[config.mk]
export PLATFORM = sky130hd
export DESIGN_NAME = ballot_controller
export DESIGN_NICKNAME = d
export VERILOG_FILES = /design/src/rtl/ballot_controller.sv
export SDC_FILE = /design/constraint.sdc
export NUM_CORES = 1
export LEC_CHECK = 0
export ABC_AREA = 1
export BUFFER_PORTS_ARGS = -buffer_cell sky130_fd_sc_hd__buf_4
export CORE_ASPECT_RATIO = 1.75
export CORE_MARGIN = 2
export CORE_UTILIZATION = 50
export DETAILED_ROUTE_END_ITERATION = 10
export PLACE_DENSITY = 0.74
export REMOVE_ABC_BUFFERS = 1
export SKIP_CTS_REPAIR_TIMING = 1
export SLEW_MARGIN = 20
export SYNTH_ARGS = -nofsm -noshare
export SYNTH_HDL_FRONTEND = slang
export SYNTH_SLANG_ARGS = --single-unit
[constraint.sdc]
create_clock -name clk -period 1.6 [get_ports clk]
set_input_delay 0.08 -clock clk [delete_from_list [all_inputs] [get_ports clk]]
set_output_delay 0.08 -clock clk [all_outputs]
set_load 0.02 [all_outputs]
[src/rtl/ballot_controller.sv]
`default_nettype none
// +----------------------------------------------------------------------------+
// | ballot_controller: arms one ballot per officer issue, arbitrates candidate |
// | presses into a single one-hot grant, and voids ballots on timeout/mode.     |
// | Revision: 1.0                                                              |
// +----------------------------------------------------------------------------+
module ballot_controller #(
  parameter int TIMEOUT_CYCLES = 1000,
  parameter int CONFIRM_CYCLES = 50,
  parameter int CW             = 8
) (
  input  logic          clk,
  input  logic          reset,
  input  logic          mode,
  input  logic          ballot_issue,
  input  logic [3:0]    vote_valid,
  output logic [3:0]    vote_grant,
  output logic          ballot_ready,
  output logic          confirm_busy,
  output logic          reject,
  output logic [CW-1:0] ballots_cast,
  output logic [CW-1:0] ballots_void
);

  localparam int TMAX = (TIMEOUT_CYCLES > CONFIRM_CYCLES) ? TIMEOUT_CYCLES : CONFIRM_CYCLES;
  localparam int TW   = (TMAX > 2) ? $clog2(TMAX) : 1;

  localparam logic [TW-1:0] C_TIMEOUT_LOAD = TW'(TIMEOUT_CYCLES - 1);
  localparam logic [TW-1:0] C_CONFIRM_LOAD = TW'(CONFIRM_CYCLES - 1);

  typedef enum logic [1:0] {
    S_IDLE    = 2'd0,
    S_ARMED   = 2'd1,
    S_CONFIRM = 2'd2,
    S_LOCKED  = 2'd3
  } state_e;

  state_e         state_q, state_d;
  logic [TW-1:0]  timer_q, timer_d;
  logic [3:0]     grant_q, grant_d;
  logic           ready_q, ready_d;
  logic           busy_q, busy_d;
  logic           reject_q, reject_d;
  logic [CW-1:0]  cast_q, cast_d;
  logic [CW-1:0]  void_q, void_d;

  logic           w_any_press;
  logic           w_single_press;
  logic           w_multi_press;
  logic           w_timer_zero;

  // Counters hold at all-ones rather than wrapping.
  function automatic logic [CW-1:0] sat_inc(input logic [CW-1:0] v);
    return (&v) ? v : v + CW'(1);
  endfunction

  assign w_any_press    = |vote_valid;
  assign w_single_press = w_any_press && ((vote_valid & (vote_valid - 4'd1)) == 4'd0);
  assign w_multi_press  = w_any_press && !w_single_press;
  assign w_timer_zero   = (timer_q == '0);

  always_comb begin
    state_d  = state_q;
    timer_d  = timer_q;
    grant_d  = 4'd0;
    reject_d = 1'b0;
    cast_d   = cast_q;
    void_d   = void_q;

    case (state_q)
      S_IDLE: begin
        if (mode) begin
          state_d = S_LOCKED;
        end else if (ballot_issue) begin
          state_d = S_ARMED;
          timer_d = C_TIMEOUT_LOAD;
        end
      end

      S_ARMED: begin
        if (mode) begin
          state_d = S_LOCKED;
          void_d  = sat_inc(void_q);
        end else if (w_single_press) begin
          // A clean single press beats the timeout even in the last armed cycle.
          grant_d = vote_valid;
          cast_d  = sat_inc(cast_q);
          state_d = S_CONFIRM;
          timer_d = C_CONFIRM_LOAD;
        end else begin
          reject_d = w_multi_press;
          if (w_timer_zero) begin
            state_d = S_IDLE;
            void_d  = sat_inc(void_q);
          end else begin
            timer_d = timer_q - TW'(1);
          end
        end
      end

      S_CONFIRM: begin
        if (w_timer_zero) begin
          state_d = mode ? S_LOCKED : S_IDLE;
        end else begin
          timer_d = timer_q - TW'(1);
        end
      end

      S_LOCKED: begin
        if (!mode) begin
          state_d = S_IDLE;
        end
      end

      default: begin
        state_d = S_IDLE;
      end
    endcase

    // Status LEDs follow the state being entered so they register with it.
    ready_d = (state_d == S_ARMED);
    busy_d  = (state_d == S_CONFIRM);
  end

  always_ff @(posedge clk or negedge reset) begin
    if (!reset) begin
      state_q  <= S_IDLE;
      timer_q  <= '0;
      grant_q  <= 4'd0;
      ready_q  <= 1'b0;
      busy_q   <= 1'b0;
      reject_q <= 1'b0;
      cast_q   <= '0;
      void_q   <= '0;
    end else begin
      state_q  <= state_d;
      timer_q  <= timer_d;
      grant_q  <= grant_d;
      ready_q  <= ready_d;
      busy_q   <= busy_d;
      reject_q <= reject_d;
      cast_q   <= cast_d;
      void_q   <= void_d;
    end
  end

  assign vote_grant   = grant_q;
  assign ballot_ready = ready_q;
  assign confirm_busy = busy_q;
  assign reject       = reject_q;
  assign ballots_cast = cast_q;
  assign ballots_void = void_q;

endmodule
`default_nettype wire

==> results of run 1 <==
[state kept, by name, indices dropped and copies added (netlist names)]
name / cells
ballots_void: 8
timer_q: 10
reject: 1
ballot_ready: 1
state_q: 2
ballots_cast: 8
vote_grant: 4
confirm_busy: 1
[per-layer routing]
metal	vias up	wire [um]
met3	13	157
li1	975	-
met4	0	139
met2	50	3160
met5	-	0
met1	979	2060
[through the flow]
step / TNS (ns) / power, mW
floorplan: -0.599 / 2.96
global placement: 0 / 3.90
detailed placement: -0.00808 / 3.99
CTS: -0.0406 / 4.97
global route: -0.745 / 5.95
finish: -0.0157 / 5.63
[where the power goes]
part	total, mW	switching [mW]	internal (mW)
clock network	0.974	0.352	0.622
registers	1.52	0.316	1.20
logic	3.13	1.73	1.40
total	5.63	2.40	3.22
[critical path, delay by kind of cell (launching register included)]
kind	cells	cell delay, ns
flops	1	0.46
buf+inv	4	0.39
simple gates	2	0.30
fa+ha+maj	1	0.19
compound gates	2	0.16
[cell usage after synthesis (all sizes together) (2+ instances only)]
cell type / number
ha: 9
o21ai: 17
a21oi: 11
dfrtp: 35
xnor2: 3
inv: 33
xor2: 9
nand2: 66
nand4: 4
nand3b: 3
nor3: 4
nand3: 24
buf: 2
nor2: 34
[area by class of cell]
| cell class | count | area, sq um | share of cell area (%) |
|---|---|---|---|
| multi-input combinational | 190 | 1160 | 40.1 |
| tap | 48 | 60.1 | 2.08 |
| clock inverter | 3 | 67.6 | 2.34 |
| inverter | 33 | 126 | 4.38 |
| sequential | 35 | 880 | 30.5 |
| clock buffer | 5 | 68.8 | 2.39 |
| timing repair buffer | 67 | 526 | 18.2 |
[logic make-up after synthesis]
logic type | count (synthesis)
AO/OA/AOI/OAI | 34
adder cells (fa/ha/maj) | 9
flip-flops | 35
buffers and inverters | 36
AND/OR/NAND/NOR | 135
XOR/XNOR | 12
[worst max-delay path by stage]
| stage | endpoint | slack (ns) | cells after the start |
|---|---|---|---|
| floorplan | ballots_void[2] | -0.11 | 11 |
| global placement | timer_q[2] | 0.01 | 8 |
| detailed placement | ballots_void[2] | -0.008 | 11 |
| CTS | ballots_void[2] | -0.03 | 11 |
| global route | ballots_cast[5] | -0.07 | 8 |
| finish | timer_q[2] | -0.02 | 9 |
==> flow_summary_export.csv, run 1 <==
group,metric,value,unit
clock_tree,clkTransAtPathRegs,0.08,ns
logic_synthesis,synth_area,2050,sq um
placement,portBuffers,30,
route,drt-initial-drc-count,85,
floorplanning,ios,31,
critical_path,required,1.79,ns
min_path,min-delay-start,"vote_valid[0]",
layout,instances_no_fill,381,
grt,antenna_found_initial,0,
layout,final_common_cell,"nand2_1",
logic_synthesis,synth-async-reset-ratio,100,%
logic_synthesis,syn_avg_cell_area,7.84,sq um
route,drt-vias-per-instance,5.29,
critical_path,cp-startpoint,"state_q[0]",
floorplanning,fp-row-count,30,
grt,met2_usage,43.0,%
sta,max-slew-margin-rel,69.9,%
clock_tree,clockRootBuffer,"clkbuf_8",
grt,grt_pass1_vias,1848,
min_path,hold_class,"input pin to register",
sta,fin_hold_ws,0.0358,ns
layout,utilization,73.9,%
logic_synthesis,synth-adder-area-share,5.50,%
logic_synthesis,ys_ff_latch,35,
grt,gr-usage-all-layers,22.9,%
critical_path,regToRegStartpoint,"state_q[0]",
critical_path,cp-end-kind,"register",
floorplanning,die_h,88.6,um
placement,preCtsSetupSlack,-0.00808,ns
sta,fin_crit_sh,101,%
floorplanning,start_util,52.4,%
route,num_vias,2017,
logic_synthesis,synth_top_family_by_area,"simple AND/OR/NAND/NOR gates",
placement,placed_cell_area,2470,sq um
grt,grt.overflow.total,0,
critical_path,crit_path_frequent_cell,"inv_2",
min_path,hold_depth,3,
logic_synthesis,yosys.area.top_type,"dfrtp_1",
sta,setup_violations,1,
sta,clock.fmax,619,MHz
logic_synthesis,syn_inst,261,
clock_tree,clk_latency,0.29,ns
layout,final_area,2890,sq um
power,leakagePower,1.41,nW
sta,maxSlewViolCount,0,
critical_path,cp_cell_sequence,"inv_2 -> ha_2 -> inv_2 -> o21bai_4 -> nor3_4 -> buf_6 -> nand3_2 -> o21ai_1 -> inv_1",
sta,rsz0062_at_grt,"true",
logic_synthesis,synth-compound-area-share,9.35,%
floorplanning,die_area,4640,sq um
layout,fill_cells,291,
outcome,status,"complete, but fails checks",
clock_tree,clock_path_buffers,2,
clock_tree,cts_made_buffers,5,
sta,final-hold-violation-count,0,
layout,drive_gt1_share,34.2,%
power,ir_drop,1160,uV
grt,grt_util_met3,4.05,%
critical_path,critPathMaxFanout,5,
clock_tree,cts_tree,"built",
logic_synthesis,yosysTopAreaCellShare,42.8,%
outcome,violations,"negative setup slack",
layout,final_nets,349,
grt,grt_pass1_wl,7910,um
route,drc,0,
placement,dp_cells,357,
critical_path,reg2reg_to,"timer_q[2]",
critical_path,critPathLaunchType,"register",
logic_synthesis,synth_xor_area_share,5.13,%
grt,use_met1,23.3,%
logic_synthesis,synth_edf_count,0,
sta,fin_crit,1.62,ns
route,dr.pass1.iters,4,
logic_synthesis,yosysUniqueCellTypes,30,
floorplanning,core,3900,sq um
clock_tree,cts-htree-levels,2,
min_path,hold_end,"vote_grant[0]",
placement,dp_hpwl,3630,um
route,wl_per_cell,14.5,um
grt,grt_start_max_net_pins,36,
floorplanning,die_w,52.4,um
critical_path,max_stage_delay,0.46,ns
layout,syn2layout_area_growth,41.0,%
sta,worst_slew_pin_slew,0.451,ns
placement,gp_congestion,0.834,
route,ant_nets,0,
logic_synthesis,ys_seq_area_share,42.8,%
clock_tree,cts_sinks,35,
logic_synthesis,synthTopCellsByArea,"dfrtp_1, nand2_1, inv_1",
critical_path,worstPathArrival,1.80,ns
critical_path,reg2regPathDepth,9,
power,powerDensity,1950,nW/um^2
logic_synthesis,synthFlopType,"dfrtp_1",
critical_path,cp_slowest_cell,"dfrtp_2",
grt,busiest_layer,"met2",
route,drt_wl_total,5510,um
critical_path,path_class,"register to register",
logic_synthesis,ys_warn_count,0,
logic_synthesis,yosys.area_share.simple,30.2,%
run,maxCapViolCount,0,
logic_synthesis,muxShareOfSynthArea,0,%
sta,setup_ws,-0.0157,ns
sta,fin_skew,0.00564,ns
critical_path,r2r_slack,-0.02,ns
layout,final_cell_mix,"nand2_1, buf_4, dfrtp_1, inv_1, nor2_1",
layout,diodes,0,
(Power assumes the default switching activity.)
==> inputs of run 2 (changes only) <==
==> constraint.sdc (replaced) <==
create_clock -name clk -period 1.6 [get_ports clk]
set_input_delay 0.24 -clock clk [delete_from_list [all_inputs] [get_ports clk]]
set_output_delay 0.24 -clock clk [all_outputs]
set_load 0.02 [all_outputs]
==> run 2 against run 1 <==
  * The flow now finishes without violations
  * Critical endpoint unchanged
  * Hold slack better by 0.17 ns
  * Die area stayed put
  * Highest routed layer unchanged
  * Fmax is 4.7% higher
  * Combinational power is 7.3% lower
  * Register-to-register slack better by 0.07 ns
  * Routed wire length is 12% lower
==> flow_summary_export.csv, run 2 (synthesis gave the netlist of run 1 again) <==
group,metric,value,unit
sta,fin_crit_sh,96.4,%
floorplanning,die_w,52.4,um
floorplanning,ios,31,
clock_tree,cts_tree,"built",
sta,clock.fmax,648,MHz
sta,final-hold-violation-count,0,
clock_tree,clk_latency,0.28,ns
power,seqPwrFrac,29.8,%
route,wl_per_cell,13.0,um
grt,gr-usage-all-layers,22.2,%
power,total_power,4.98,mW
layout,final_common_cell,"nand2_1",
floorplanning,fp-row-count,30,
sta,max-slew-margin-rel,69.6,%
power,swShare,43.4,%
layout,syn2layout_area_growth,34.4,%
critical_path,critPathLaunchType,"register",
critical_path,path_class,"register to register",
grt,grt_pass1_vias,1775,
power,p_int,2.82,mW
power,clkPwrFrac,11.9,%
grt,antenna_found_initial,0,
floorplanning,core,3900,sq um
clock_tree,clkTransAtPathRegs,0.07,ns
clock_tree,clockRootBuffer,"clkbuf_8",
sta,rsz0062_at_grt,"true",
power,power_switching,2.16,mW
layout,final_nets,345,
route,drt-initial-drc-count,59,
grt,grt.overflow.total,0,
clock_tree,cts-htree-levels,2,
layout,diodes,0,
critical_path,max_stage_delay,0.42,ns
critical_path,crit_path_frequent_cell,"buf_6",
power,leakagePower,1.37,nW
route,num_vias,1925,
route,drt_wl_total,4870,um
route,drc,0,
layout,regMostFlops,"timer_q",
floorplanning,die_area,4640,sq um
floorplanning,die_h,88.6,um
critical_path,cp-end-kind,"register",
clock_tree,cts_made_buffers,5,
sta,fin_skew,0.00615,ns
power,ir_drop,1080,uV
critical_path,cp_slowest_cell,"dfrtp_1",
placement,portBuffers,30,
placement,gp_congestion,0.802,
critical_path,cp_cell_sequence,"buf_6 -> ha_2 -> o21bai_4 -> nor3_2 -> buf_6 -> nand3_1 -> o21ai_1 -> inv_1",
outcome,status,"complete, no violations",
grt,grt_start_max_net_pins,36,
placement,dp_hpwl,3450,um
sta,fin_crit,1.54,ns
critical_path,required,1.77,ns
sta,worst_slew_pin_slew,0.455,ns
layout,multi_input_area,1100,sq um
placement,preCtsSetupSlack,-0.00880,ns
clock_tree,cts_sinks,35,
layout,largest_reg_flops,10,
sta,maxSlewViolCount,0,
route,ant_nets,0,
grt,grt_pass1_wl,7690,um
min_path,hold_class,"input pin to register",
clock_tree,clock_path_buffers,2,
sta,tns,0,ns
floorplanning,start_util,52.4,%
layout,fill_cells,321,
layout,final_cell_mix,"nand2_1, buf_4, dfrtp_1, inv_1, nor2_1",
route,drt-vias-per-instance,5.13,
sta,setup_ws,0.0570,ns
critical_path,critPathMaxFanout,7,
layout,drive_gt1_share,31.2,%
sta,setup_violations,0,
route,dr.pass1.iters,4,
power,powerDensity,1810,nW/um^2
power,p_comb_share,58.3,%
layout,seqCellArea,880,sq um
critical_path,worstPathArrival,1.71,ns
run,maxCapViolCount,0,
==> run 2: per-layer routing <==
metal	global-route usage, %	vias to the layer above	routed length [um]
met5	0	-	0
met4	12.8	0	111
met3	3.38	11	154
met2	40.6	44	2730
met1	23.2	903	1880
li1	-	967	-
==> run 2: power by group through the flow <==
stage               clock (mW)  combinational (mW)  sequential [mW]
global route             0.633                3.19             1.52
global placement             0                2.44             1.47
finish                   0.592                2.90             1.48
floorplan                    0                1.31             1.66
detailed placement           0                2.49             1.47
CTS                      0.612                2.51             1.46
==> run 2: cell type report <==
type                            count  share of cell area (%)
Inverter                           33                    4.50
Clock buffer                        6                    2.64
Sequential cell                    35                    32.0
Timing Repair Buffer               63                    18.6
Multi-Input combinational cell    190                    40.1
Tap cell                           48                    2.18
==> run 2: worst paths after layout <==
kind                                        end             from  depth (start not counted)  slack (ns)
worst min register to register  ballots_void[5]  ballots_void[5]                          2        0.50
worst max-delay path                 timer_q[2]       state_q[1]                          8        0.06
min in group asynchronous            timer_q[3]            reset                          2        0.45
worst min-delay path              vote_grant[1]    vote_valid[1]                          3        0.20
max in group asynchronous            state_q[0]            reset                          2        0.80
worst max register to register       timer_q[2]       state_q[1]                          8        0.06
==> run 2: stage by stage <==
| stage | area [sq um] | util (%) | hold slack [ns] | std cells |
|---|---|---|---|---|
| final | 2750 | 70.5 | 0.204 | 375 |
| after CTS | 2560 | 65.5 | -0.0828 | 365 |
| after global placement | 2480 | 63.7 | 0.222 | 359 |
| after detailed placement | 2480 | 63.7 | 0.225 | 359 |
| after floorplan | 2030 | - | -0.0556 | 258 |
| after global routing | 2750 | 70.5 | 0.213 | 375 |
==> run 2: worst max-delay path, delay by kind of cell (launching register included) <==
kind                     cells  cell delay [ns]
flip-flops                   1             0.42
buffers and inverters        3             0.34
AND/OR/NAND/NOR              2             0.28
adder cells (fa/ha/maj)      1             0.16
AO/OA/AOI/OAI                2             0.24
